### config.mk
export PLATFORM = sky130hd
export DESIGN_NAME = bit_serial_adder
export DESIGN_NICKNAME = d
export VERILOG_FILES = /design/src/rtl/bit_serial_adder.sv
export SDC_FILE = /design/constraint.sdc
export NUM_CORES = 1
export LEC_CHECK = 0
export BUFFER_PORTS_ARGS = -buffer_cell sky130_fd_sc_hd__buf_4
export CELL_PAD_IN_SITES_DETAIL_PLACEMENT = 0
export CELL_PAD_IN_SITES_GLOBAL_PLACEMENT = 1
export CORE_ASPECT_RATIO = 0.5
export CORE_UTILIZATION = 40
export CTS_BUF_LIST = sky130_fd_sc_hd__clkbuf_16
export CTS_CLUSTER_SIZE = 28
export DETAILED_ROUTE_END_ITERATION = 10
export PLACE_DENSITY = 0.69
export SKIP_LAST_GASP = 1
export SLEW_MARGIN = 40
export SYNTH_ARGS = -nofsm -noshare
export SYNTH_HDL_FRONTEND = slang
export SYNTH_SLANG_ARGS = --single-unit
### constraint.sdc
create_clock -name clk -period 2.88 [get_ports clk]
set_clock_uncertainty 0.1 [all_clocks]
set_input_delay 0.288 -clock clk [delete_from_list [all_inputs] [get_ports clk]]
set_output_delay 0.288 -clock clk [all_outputs]
set_load 0.02 [all_outputs]
### src/rtl/bit_serial_adder.sv
// Bit-serial LSB-first adder: one full-adder slice and one carry flip-flop reused for WIDTH cycles.
// Define BIT_SERIAL_ADDER_SUB_EN to add a "sub" input that turns the block into an a-b subtractor.
module bit_serial_adder #(
    parameter int WIDTH = 8
) (
    input  logic             clk,
    input  logic             rst,
    input  logic             start,
    input  logic [WIDTH-1:0] a,
    input  logic [WIDTH-1:0] b,
    input  logic             cin,
`ifdef BIT_SERIAL_ADDER_SUB_EN
    input  logic             sub,
`endif
    output logic             busy,
    output logic             done,
    output logic [WIDTH-1:0] sum,
    output logic             cout
);

    localparam int CW = $clog2(WIDTH);

    typedef enum logic [1:0] {
        IDLE = 2'd0,
        RUN  = 2'd1,
        DONE = 2'd2
    } state_t;

    state_t           state;
    state_t           state_nx;

    logic [WIDTH-1:0] a_sh;
    logic [WIDTH-1:0] b_sh;
    logic [WIDTH-1:0] s_sh;
    logic             carry;
    logic [CW-1:0]    cnt;

    logic             load;
    logic             last;
    logic             bit_s;
    logic             bit_c;
    logic [WIDTH-1:0] b_load;
    logic             c_load;

    // Subtraction is a + ~b + 1, so only the B operand and the initial carry change.
`ifdef BIT_SERIAL_ADDER_SUB_EN
    always_comb begin
        b_load = sub ? ~b : b;
        c_load = sub ? 1'b1 : cin;
    end
`else
    always_comb begin
        b_load = b;
        c_load = cin;
    end
`endif

    // Start is honoured in IDLE and DONE; while running it is simply dropped.
    assign load  = start && (state != RUN);
    assign last  = (state == RUN) && (cnt == CW'(WIDTH - 1));

    assign bit_s = a_sh[0] ^ b_sh[0] ^ carry;
    assign bit_c = (a_sh[0] & b_sh[0]) | (a_sh[0] & carry) | (b_sh[0] & carry);

    // State register.
    always_ff @(posedge clk or posedge rst) begin
        if (rst) begin
            state <= IDLE;
        end else begin
            state <= state_nx;
        end
    end

    // Next-state logic.
    always_comb begin
        state_nx = state;
        case (state)
            IDLE:    if (load) state_nx = RUN;
            RUN:     if (last) state_nx = DONE;
            DONE:    state_nx = load ? RUN : IDLE;
            default: state_nx = IDLE;
        endcase
    end

    // Output logic.
    always_comb begin
        busy = (state == RUN);
        done = (state == DONE);
    end

    // NOTE: sequential state uses non-blocking assignments so every register samples
    // pre-edge values; blocking here would let a_sh shift before bit_s is computed.
    always_ff @(posedge clk or posedge rst) begin
        if (rst) begin
            a_sh  <= '0;
            b_sh  <= '0;
            s_sh  <= '0;
            carry <= 1'b0;
            cnt   <= '0;
            sum   <= '0;
            cout  <= 1'b0;
        end else if (load) begin
            a_sh  <= a;
            b_sh  <= b_load;
            s_sh  <= '0;
            carry <= c_load;
            cnt   <= '0;
        end else if (state == RUN) begin
            a_sh  <= {1'b0, a_sh[WIDTH-1:1]};
            b_sh  <= {1'b0, b_sh[WIDTH-1:1]};
            s_sh  <= {bit_s, s_sh[WIDTH-1:1]};
            carry <= bit_c;
            cnt   <= cnt + 1'b1;
            // The result registers only move on the final bit, so the previous answer stays visible.
            if (last) begin
                sum  <= {bit_s, s_sh[WIDTH-1:1]};
                cout <= bit_c;
            end
        end
    end

endmodule

==> impl_metrics.toml, run 1 <==
[cts]
holdBufCountCts = 0
root_buffer = "clkbuf_16"
h-tree-depth = 2
cts_resized = 0
cts_buffers = 5
clock_path_buffers = 2
cts.sinks = 38
post_cts.repair.setup_buffers = 0
cts_tree = "yes"
cts.clk_slew.worst_paths_ps = 50
clock_latency_ps = 270

[placement]
post_dp_cell_area_um2 = 2050
routabilityCongestion = 0.642
place_ws_ps = 1090
io_buffers = 30
dp_hpwl_mm = 1.80

[logic_synthesis]
avgSynthCellArea_um2 = 15.1
seq_area_frac_synth = 0.529
synth.top_cell.area_share = 0.529
synth_nets = 142
yosysTopAreaCell = "dfrtp_1"
ys_ff_latch = 38
syn_inst = 119
yosys-top-cells-area = "dfrtp_1, mux2_2, mux2_4"
yosys_warnings = 0
synth_area_um2 = 1800
ys_types = 15

[floorplanning]
rows = 16
die_w_um = 96.8
core_um2 = 4100
die_h_um = 49.4
ioPinCount = 31
die_area_um2 = 4790
initial_core_util = 0.438

[worst_setup_path]
crit_required_ps = 2490
start_kind = "flip-flop"
critPathKind = "flip-flop to primary output"
worstPathArrival_ps = 1460
cp_max_fo = 12
critPathCaptureType = "primary output"

[route]
drtAntennaViolNets = 0
drt-pass1-iter-count = 3
drc = 0
drt_iter0_markers = 22
wire_per_inst_um = 13.3
drt-total-wl_mm = 2.74
vias_per_cell = 4.76
vias = 980

[min_path]
hp-class = "primary input to asynchronous set/reset pin"

[global_routing]
grt_pass1_vias = 1057
grt_overflow_total = 0
grtUsageTotal = 0.131
grt_max_degree = 39
antenna_found_initial = 0
grt_pass1_wl_mm = 4.77

[power]
leakage_nw = 1.10
power_density_nw_per_um2 = 1070
ir_drop_v = 0.000426

[cells_and_area]
final_nets = 175
area_delta_synth_final_pct = 22.5
postLayoutCellArea_um2 = 2200
fillers = 362
multi_input_area_um2 = 764
drive_gt1_frac = 0.572
ff_latch_area_um2 = 951
utilization = 0.537
num_antenna_cells = 0

[timing]
slew_headroom = 0.621
whs_ps = 26.2
rsz0062_at_grt = "no"
fin_tns_setup_ps = 0
setup_viol = 0
fin_crit_sh = 0.642
fmax_mhz = 541
worst_slew_pin_slew_ps = 569
slew_violations = 0
period_needed_ps = 1850
finalHoldViolCount = 0
layout_setup_ws_ps = 1030

[status]
status = "complete, no violations"

[job]
max_cap_viol_count = 0
through the flow:
stage,power (W),cells
2_1_floorplan,0.00157,119
3_3_place_gp,0.00176,199
3_5_place_dp,0.00178,199
4_1_cts,0.00239,206
5_1_grt,0.00250,206
6_report,0.00235,206
logic make-up after synthesis:
family,count (synthesis),share of synthesized area
mux,51,0.346
flops,38,0.529
simple gates,15,0.0501
buf+inv,11,0.0466
fa+ha+maj,3,0.0250
compound gates,1,0.00348
cell usage after synthesis, drive strengths merged:
master and instances:
fa 1, buf 7, dfrtp 38, nor2b 10
nor2 2, nand2b 2, inv 4, mux2i 3
nand3b 1, mux2 48, ha 2, o22ai 1
sequential cells by signal (all words and copies together), names as in the netlist:
register and count:
cout 1, sum 8, a_sh 8, cnt 3
b_sh 8, s_sh 7, state 2, carry 1
placed cells by master (no fill, tap or decap):
cell type,Yosys,final
clkbuf_16,0,5
buf_4,0,33
bufinv_16,0,1
nand3b_1,1,1
ha_1,2,2
inv_1,4,4
nor2b_1,10,10
fa_1,1,1
mux2i_1,3,3
dfrtp_1,38,38
nor2_1,2,2
nand2b_1,2,2
clkinv_1,0,1
mux2_4,14,14
o22ai_1,1,1
mux2_2,34,34
critical path, cell delays in order (launching register included):
cell and delay, ps:
dfrtp_1 400, nand2b_1 430, inv_1 160, buf_4 200
power by group:
part / switching (W) / internal [W]
logic: 0.000340 / 0.000528
clock network: 0.000185 / 0.000400
registers: 0.000130 / 0.000767
cell type report:
class                   instances  share of cell area
clock inverters                 2              0.0153
flip-flops and latches         38               0.431
well taps                      54              0.0306
inverters                       4             0.00681
multi-input cells              70               0.347
clock buffers                   5              0.0568
repair buffers                 33               0.112
final timing paths:
path / end / startpoint / cells after the start / slack, ps
hold / removal: s_sh[1]$_DFFE_PP0P_ / rst / 3 / 30
min in group clk: b_sh[7]$_DFFE_PP0P_ / b[7] / 3 / 170
setup / recovery: busy / state[0]$_DFFE_PP0P_ / 3 / 1030
max in group asynchronous: b_sh[1]$_DFFE_PP0P_ / rst / 3 / 2330
setup reg to reg: sum[7]$_DFFE_PP0P_ / cnt[0]$_DFFE_PP0P_ / 4 / 1100
hold reg to reg: cnt[0]$_DFFE_PP0P_ / cnt[0]$_DFFE_PP0P_ / 1 / 390
layer usage:
| metal | up-vias | part of all wire | wire [µm] | track usage |
|---|---|---|---|---|
| li1 | 473 | - | - | - |
| met2 | 20 | 0.45 | 1250 | 0.203 |
| met5 | - | 0 | 0 | 0 |
| met4 | 0 | 0.0069 | 19 | 0.0522 |
| met3 | 2 | 0.051 | 140 | 0.0473 |
| met1 | 485 | 0.49 | 1340 | 0.168 |
No activity file was read; power rests on OpenSTA's default activity.
==> run 2, diff against run 1 <==
==> constraint.sdc (replaced) <==
create_clock -name clk -period 1.9 [get_ports clk]
set_clock_uncertainty 0.1 [all_clocks]
set_input_delay 0.19 -clock clk [delete_from_list [all_inputs] [get_ports clk]]
set_output_delay 0.19 -clock clk [all_outputs]
set_load 0.02 [all_outputs]
==> impl_metrics.toml, run 2 (synthesis gave the netlist of run 1 again) <==
[global_routing]
grtUsageTotal = 0.138
grt_pass1_wl_mm = 4.95
grt_overflow_total = 0
antenna_found_initial = 0
grt_pass1_vias = 1051
grt_max_degree = 39

[timing]
setup_viol = 0
fin_crit_sh = 0.898
fmax_mhz = 586
fin_tns_setup_ps = 0
slew_violations = 0
slew_headroom = 0.683
finalHoldViolCount = 0
whs_ps = 63.7
worst_slew_pin_slew_ps = 475
period_needed_ps = 1710
rsz0062_at_grt = "no"

[route]
vias = 989
vias_per_cell = 4.73
drtAntennaViolNets = 0
drt-total-wl_mm = 2.87
drt_iter0_markers = 33
drt-pass1-iter-count = 2
drc = 0
wire_per_inst_um = 13.7

[worst_setup_path]
crit_required_ps = 1610
worstPathArrival_ps = 1420
crit_slowest_cell = "dfrtp_1"
critPathCaptureType = "primary output"
critPathKind = "flip-flop to primary output"
cp-endpoint = "busy"
r2r_slack_ps = 300
start_kind = "flip-flop"
r2r_cells = 5
r2r-start = "cnt[0]$_DFFE_PP0P_"
crit_top_cell = "buf_4"
worst_r2r_endpoint = "sum[0]$_DFFE_PP0P_"
critical_path.cell_chain = "nand2b_1 > buf_4 > inv_1 > buf_4"
cp-startpoint = "state[0]$_DFFE_PP0P_"
cp_max_fo = 22
max_stage_delay_ps = 400

[cells_and_area]
top_regs = "a_sh: 8 flops, b_sh: 8 flops, sum: 8 flops"
final_nets = 177
final_common_cell = "dfrtp_1"
postLayoutCellArea_um2 = 2260
area_delta_synth_final_pct = 25.5
num_antenna_cells = 0
final_cell_mix = "dfrtp_1, mux2_2, buf_4, mux2_4, nor2b_1"
drive_gt1_frac = 0.581
utilization = 0.550

[status]
status = "complete, no violations"

[cts]
cts_tree = "yes"
root_buffer = "clkbuf_16"
cts_resized = 0
clock_path_buffers = 2
cts.clk_slew.worst_paths_ps = 60
clock_latency_ps = 280
h-tree-depth = 2
cts.sinks = 38
cts_buffers = 5

[floorplanning]
die_w_um = 96.8
die_area_um2 = 4790
initial_core_util = 0.438
die_h_um = 49.4
core_um2 = 4100
ioPinCount = 31
rows = 16

[min_path]
hp-class = "primary input to flip-flop"
holdCritStartpoint = "b[7]"

[placement]
routabilityCongestion = 0.648
io_buffers = 30
post_dp_cell_area_um2 = 2050
dp_hpwl_mm = 1.86

[power]
leakage_nw = 1.12
total_power_w = 0.00376
power_density_nw_per_um2 = 1670
ir_drop_v = 0.000670

[job]
max_cap_viol_count = 0
-- run 2: final cells by class --
cell class | instances | area, µm²
Multi-Input combinational cell | 70 | 764
Clock inverter | 3 | 68.8
Sequential cell | 38 | 951
Tap cell | 54 | 67.6
Fill cell | 361 | 1850
Clock buffer | 5 | 125
Inverter | 4 | 15.0
Timing Repair Buffer | 35 | 265
-- run 2: what timing repair did --
action	in CTS	in global routing
buffers inserted	0	0
hold buffers	1	0
hold endpoints to repair	38	0
-- run 2: how the worst min path moves through the flow --
stage / end / slack (ps) / cells after the start
after floorplan: a_sh[7]$_DFFE_PP0P_ / 250 / 2
after global placement: cnt[2]$_DFFE_PP0P_ / 240 / 3
after detailed placement: cnt[2]$_DFFE_PP0P_ / 250 / 3
after CTS: b_sh[7]$_DFFE_PP0P_ / 60 / 3
after global routing: b_sh[7]$_DFFE_PP0P_ / 90 / 3
final: b_sh[7]$_DFFE_PP0P_ / 60 / 3
-- run 2: critical path, delay by kind of cell, from the launching register on --
kind / cells / cell delay (ps)
buf+inv: 3 / 640
flops: 1 / 400
simple gates: 1 / 100
-- run 2: metal layers --
layer	up-vias	part of all wire	wire (µm)	global-route usage
met5	-	0	0	0
met4	0	0.019	55	0.0821
met3	5	0.045	129	0.0458
met2	19	0.43	1250	0.207
met1	485	0.50	1440	0.176
li1	480	-	-	-
-- run 2: where the power goes --
part / internal (W) / leakage (nW) / total [W] / switching, W
combinational: 0.000808 / 0.541 / 0.00133 / 0.000525
sequential: 0.00116 / 0.486 / 0.00136 / 0.000195
clock: 0.000754 / 0.0940 / 0.00107 / 0.000318
total: 0.00272 / 1.12 / 0.00376 / 0.00104
-- run 2: stage by stage --
step | worst slack, ps | cells
3_5_place_dp | 289 | 200
4_1_cts | 174 | 209
3_3_place_gp | 313 | 200
2_1_floorplan | 322 | 119
6_report | 194 | 209
5_1_grt | 95.6 | 209
==> run 3, diff against run 2 <==
--- a/config.mk
+++ b/config.mk
@@ -8,7 +8,7 @@
 export BUFFER_PORTS_ARGS = -buffer_cell sky130_fd_sc_hd__buf_4
 export CELL_PAD_IN_SITES_DETAIL_PLACEMENT = 0
 export CELL_PAD_IN_SITES_GLOBAL_PLACEMENT = 1
-export CORE_ASPECT_RATIO = 0.5
+export CORE_ASPECT_RATIO = 0.75
 export CORE_UTILIZATION = 40
 export CTS_BUF_LIST = sky130_fd_sc_hd__clkbuf_16
 export CTS_CLUSTER_SIZE = 28
==> impl_metrics.toml, run 3 (synthesis gave the netlist of run 1 again) <==
[status]
status = "complete, no violations"

[global_routing]
grt_overflow_total = 0
grtUsageTotal = 0.146
grt_max_degree = 29
antenna_found_initial = 0
grt_pass1_wl_mm = 5.04
grt_pass1_vias = 1038

[cts]
root_buffer = "clkbuf_16"
cts_buffers = 5
cts_tree = "yes"
post_cts.repair.setup_buffers = 0
clock_path_buffers = 2
cts_resized = 0
cts.clk_slew.worst_paths_ps = 50
holdBufCountCts = 1
h-tree-depth = 2
cts.sinks = 38
clock_latency_ps = 270

[floorplanning]
core_um2 = 4180
ioPinCount = 31
initial_core_util = 0.431
die_h_um = 60.1
die_w_um = 79.4
rows = 20
die_area_um2 = 4770

[worst_setup_path]
critical_path.top_delay_family = "adder cells"
crit_buf_inv = 1
cp_max_fo = 10
critPathKind = "flip-flop to flip-flop"
crit_slowest_cell = "dfrtp_1"
crit_required_ps = 1950
worstPathArrival_ps = 1700
critical_path.cell_chain = "ha_1 > ha_1 > nand3b_1 > buf_4 > mux2_2"
crit_top_cell = "ha_1"
max_stage_delay_ps = 400
critPathCaptureType = "flip-flop"
start_kind = "flip-flop"

[power]
power_density_nw_per_um2 = 1620
leakage_nw = 1.12
switching_share = 0.286
seqPwrFrac = 0.378
clkPwrFrac = 0.252
total_power_w = 0.00361
ir_drop_v = 0.000817
p_int_w = 0.00258
pwr-share-comb = 0.370
p_switching_w = 0.00103

[route]
wire_per_inst_um = 13.9
drtAntennaViolNets = 0
drt-pass1-iter-count = 4
drt-total-wl_mm = 2.92
vias_per_cell = 4.79
drc = 0
drt_iter0_markers = 55
vias = 1010

[timing]
slew_violations = 0
worst_slew_pin_slew_ps = 523
layout_setup_ws_ps = 255
fin_tns_setup_ps = 0
rsz0062_at_grt = "no"
finalHoldViolCount = 0
setup_viol = 0
fin_crit_sh = 0.866
fmax_mhz = 608
period_needed_ps = 1640
whs_ps = 70.9
slew_headroom = 0.651

[placement]
io_buffers = 30
placed_cells = 202
dp_hpwl_mm = 2.10
place_ws_ps = 243
routabilityCongestion = 0.700

[cells_and_area]
final_cell_mix = "dfrtp_1, buf_4, mux2_2, mux2_4, nor2b_1"
final_nets = 178
num_antenna_cells = 0
final_common_cell = "dfrtp_1"
area_delta_synth_final_pct = 24.3
drive_gt1_frac = 0.583
top_regs = "a_sh: 8 flops, b_sh: 8 flops, sum: 8 flops"
layoutNonFillerInstCount = 211

[min_path]
hp-class = "primary input to flip-flop"

[job]
max_cap_viol_count = 0
[run 3: worst paths after layout]
path | start | to | slack, ps | depth (start not counted)
setup / recovery | cnt[0]$_DFFE_PP0P_ | sum[7]$_DFFE_PP0P_ | 260 | 5
hold / removal | b[7] | b_sh[7]$_DFFE_PP0P_ | 70 | 3
setup reg to reg | cnt[0]$_DFFE_PP0P_ | sum[7]$_DFFE_PP0P_ | 260 | 5
hold reg to reg | cnt[0]$_DFFE_PP0P_ | cnt[0]$_DFFE_PP0P_ | 390 | 1
max in group asynchronous | rst | sum[7]$_DFFE_PP0P_ | 710 | 4
min in group asynchronous | rst | sum[2]$_DFFE_PP0P_ | 410 | 3
[run 3: area by class of cell]
class / count / area [µm²]
clock inverters: 3 / 40.0
well taps: 55 / 68.8
clock buffers: 5 / 125
multi-input cells: 70 / 764
inverters: 4 / 15.0
fillers: 352 / 1940
flip-flops and latches: 38 / 951
repair buffers: 36 / 273
[run 3: routing by layer]
metal  global-route usage  share of wire  vias up
met3               0.0626          0.039        2
li1                     -              -      485
met1                0.190           0.48      507
met5                    0              0        -
met4               0.0390         0.0055        0
met2                0.222           0.47       16
[run 3: power groups by stage]
stage,Combinational (W),Sequential [W],Clock (W)
final,0.00134,0.00137,0.000910
after detailed placement,0.00135,0.00139,0
after CTS,0.00136,0.00137,0.000933
after global placement,0.00130,0.00136,0
after global routing,0.00147,0.00142,0.000966
after floorplan,0.000957,0.00142,0
[run 3: stage by stage]
| step | util | cell area [µm²] |
|---|---|---|
| 3_5_place_dp | 0.493 | 2060 |
| 4_1_cts | 0.535 | 2240 |
| 2_1_floorplan | - | 1800 |
| 3_3_place_gp | 0.493 | 2060 |
| 5_1_grt | 0.535 | 2240 |
| 6_report | 0.535 | 2240 |
[run 3: worst register-to-register path: cells and delay by family (launching register included)]
kind / cells / cell delay, ps
adders and majority gates: 2 / 420
DFF: 1 / 400
muxes: 1 / 350
buffers and inverters: 1 / 180
and+or+nand+nor: 1 / 80
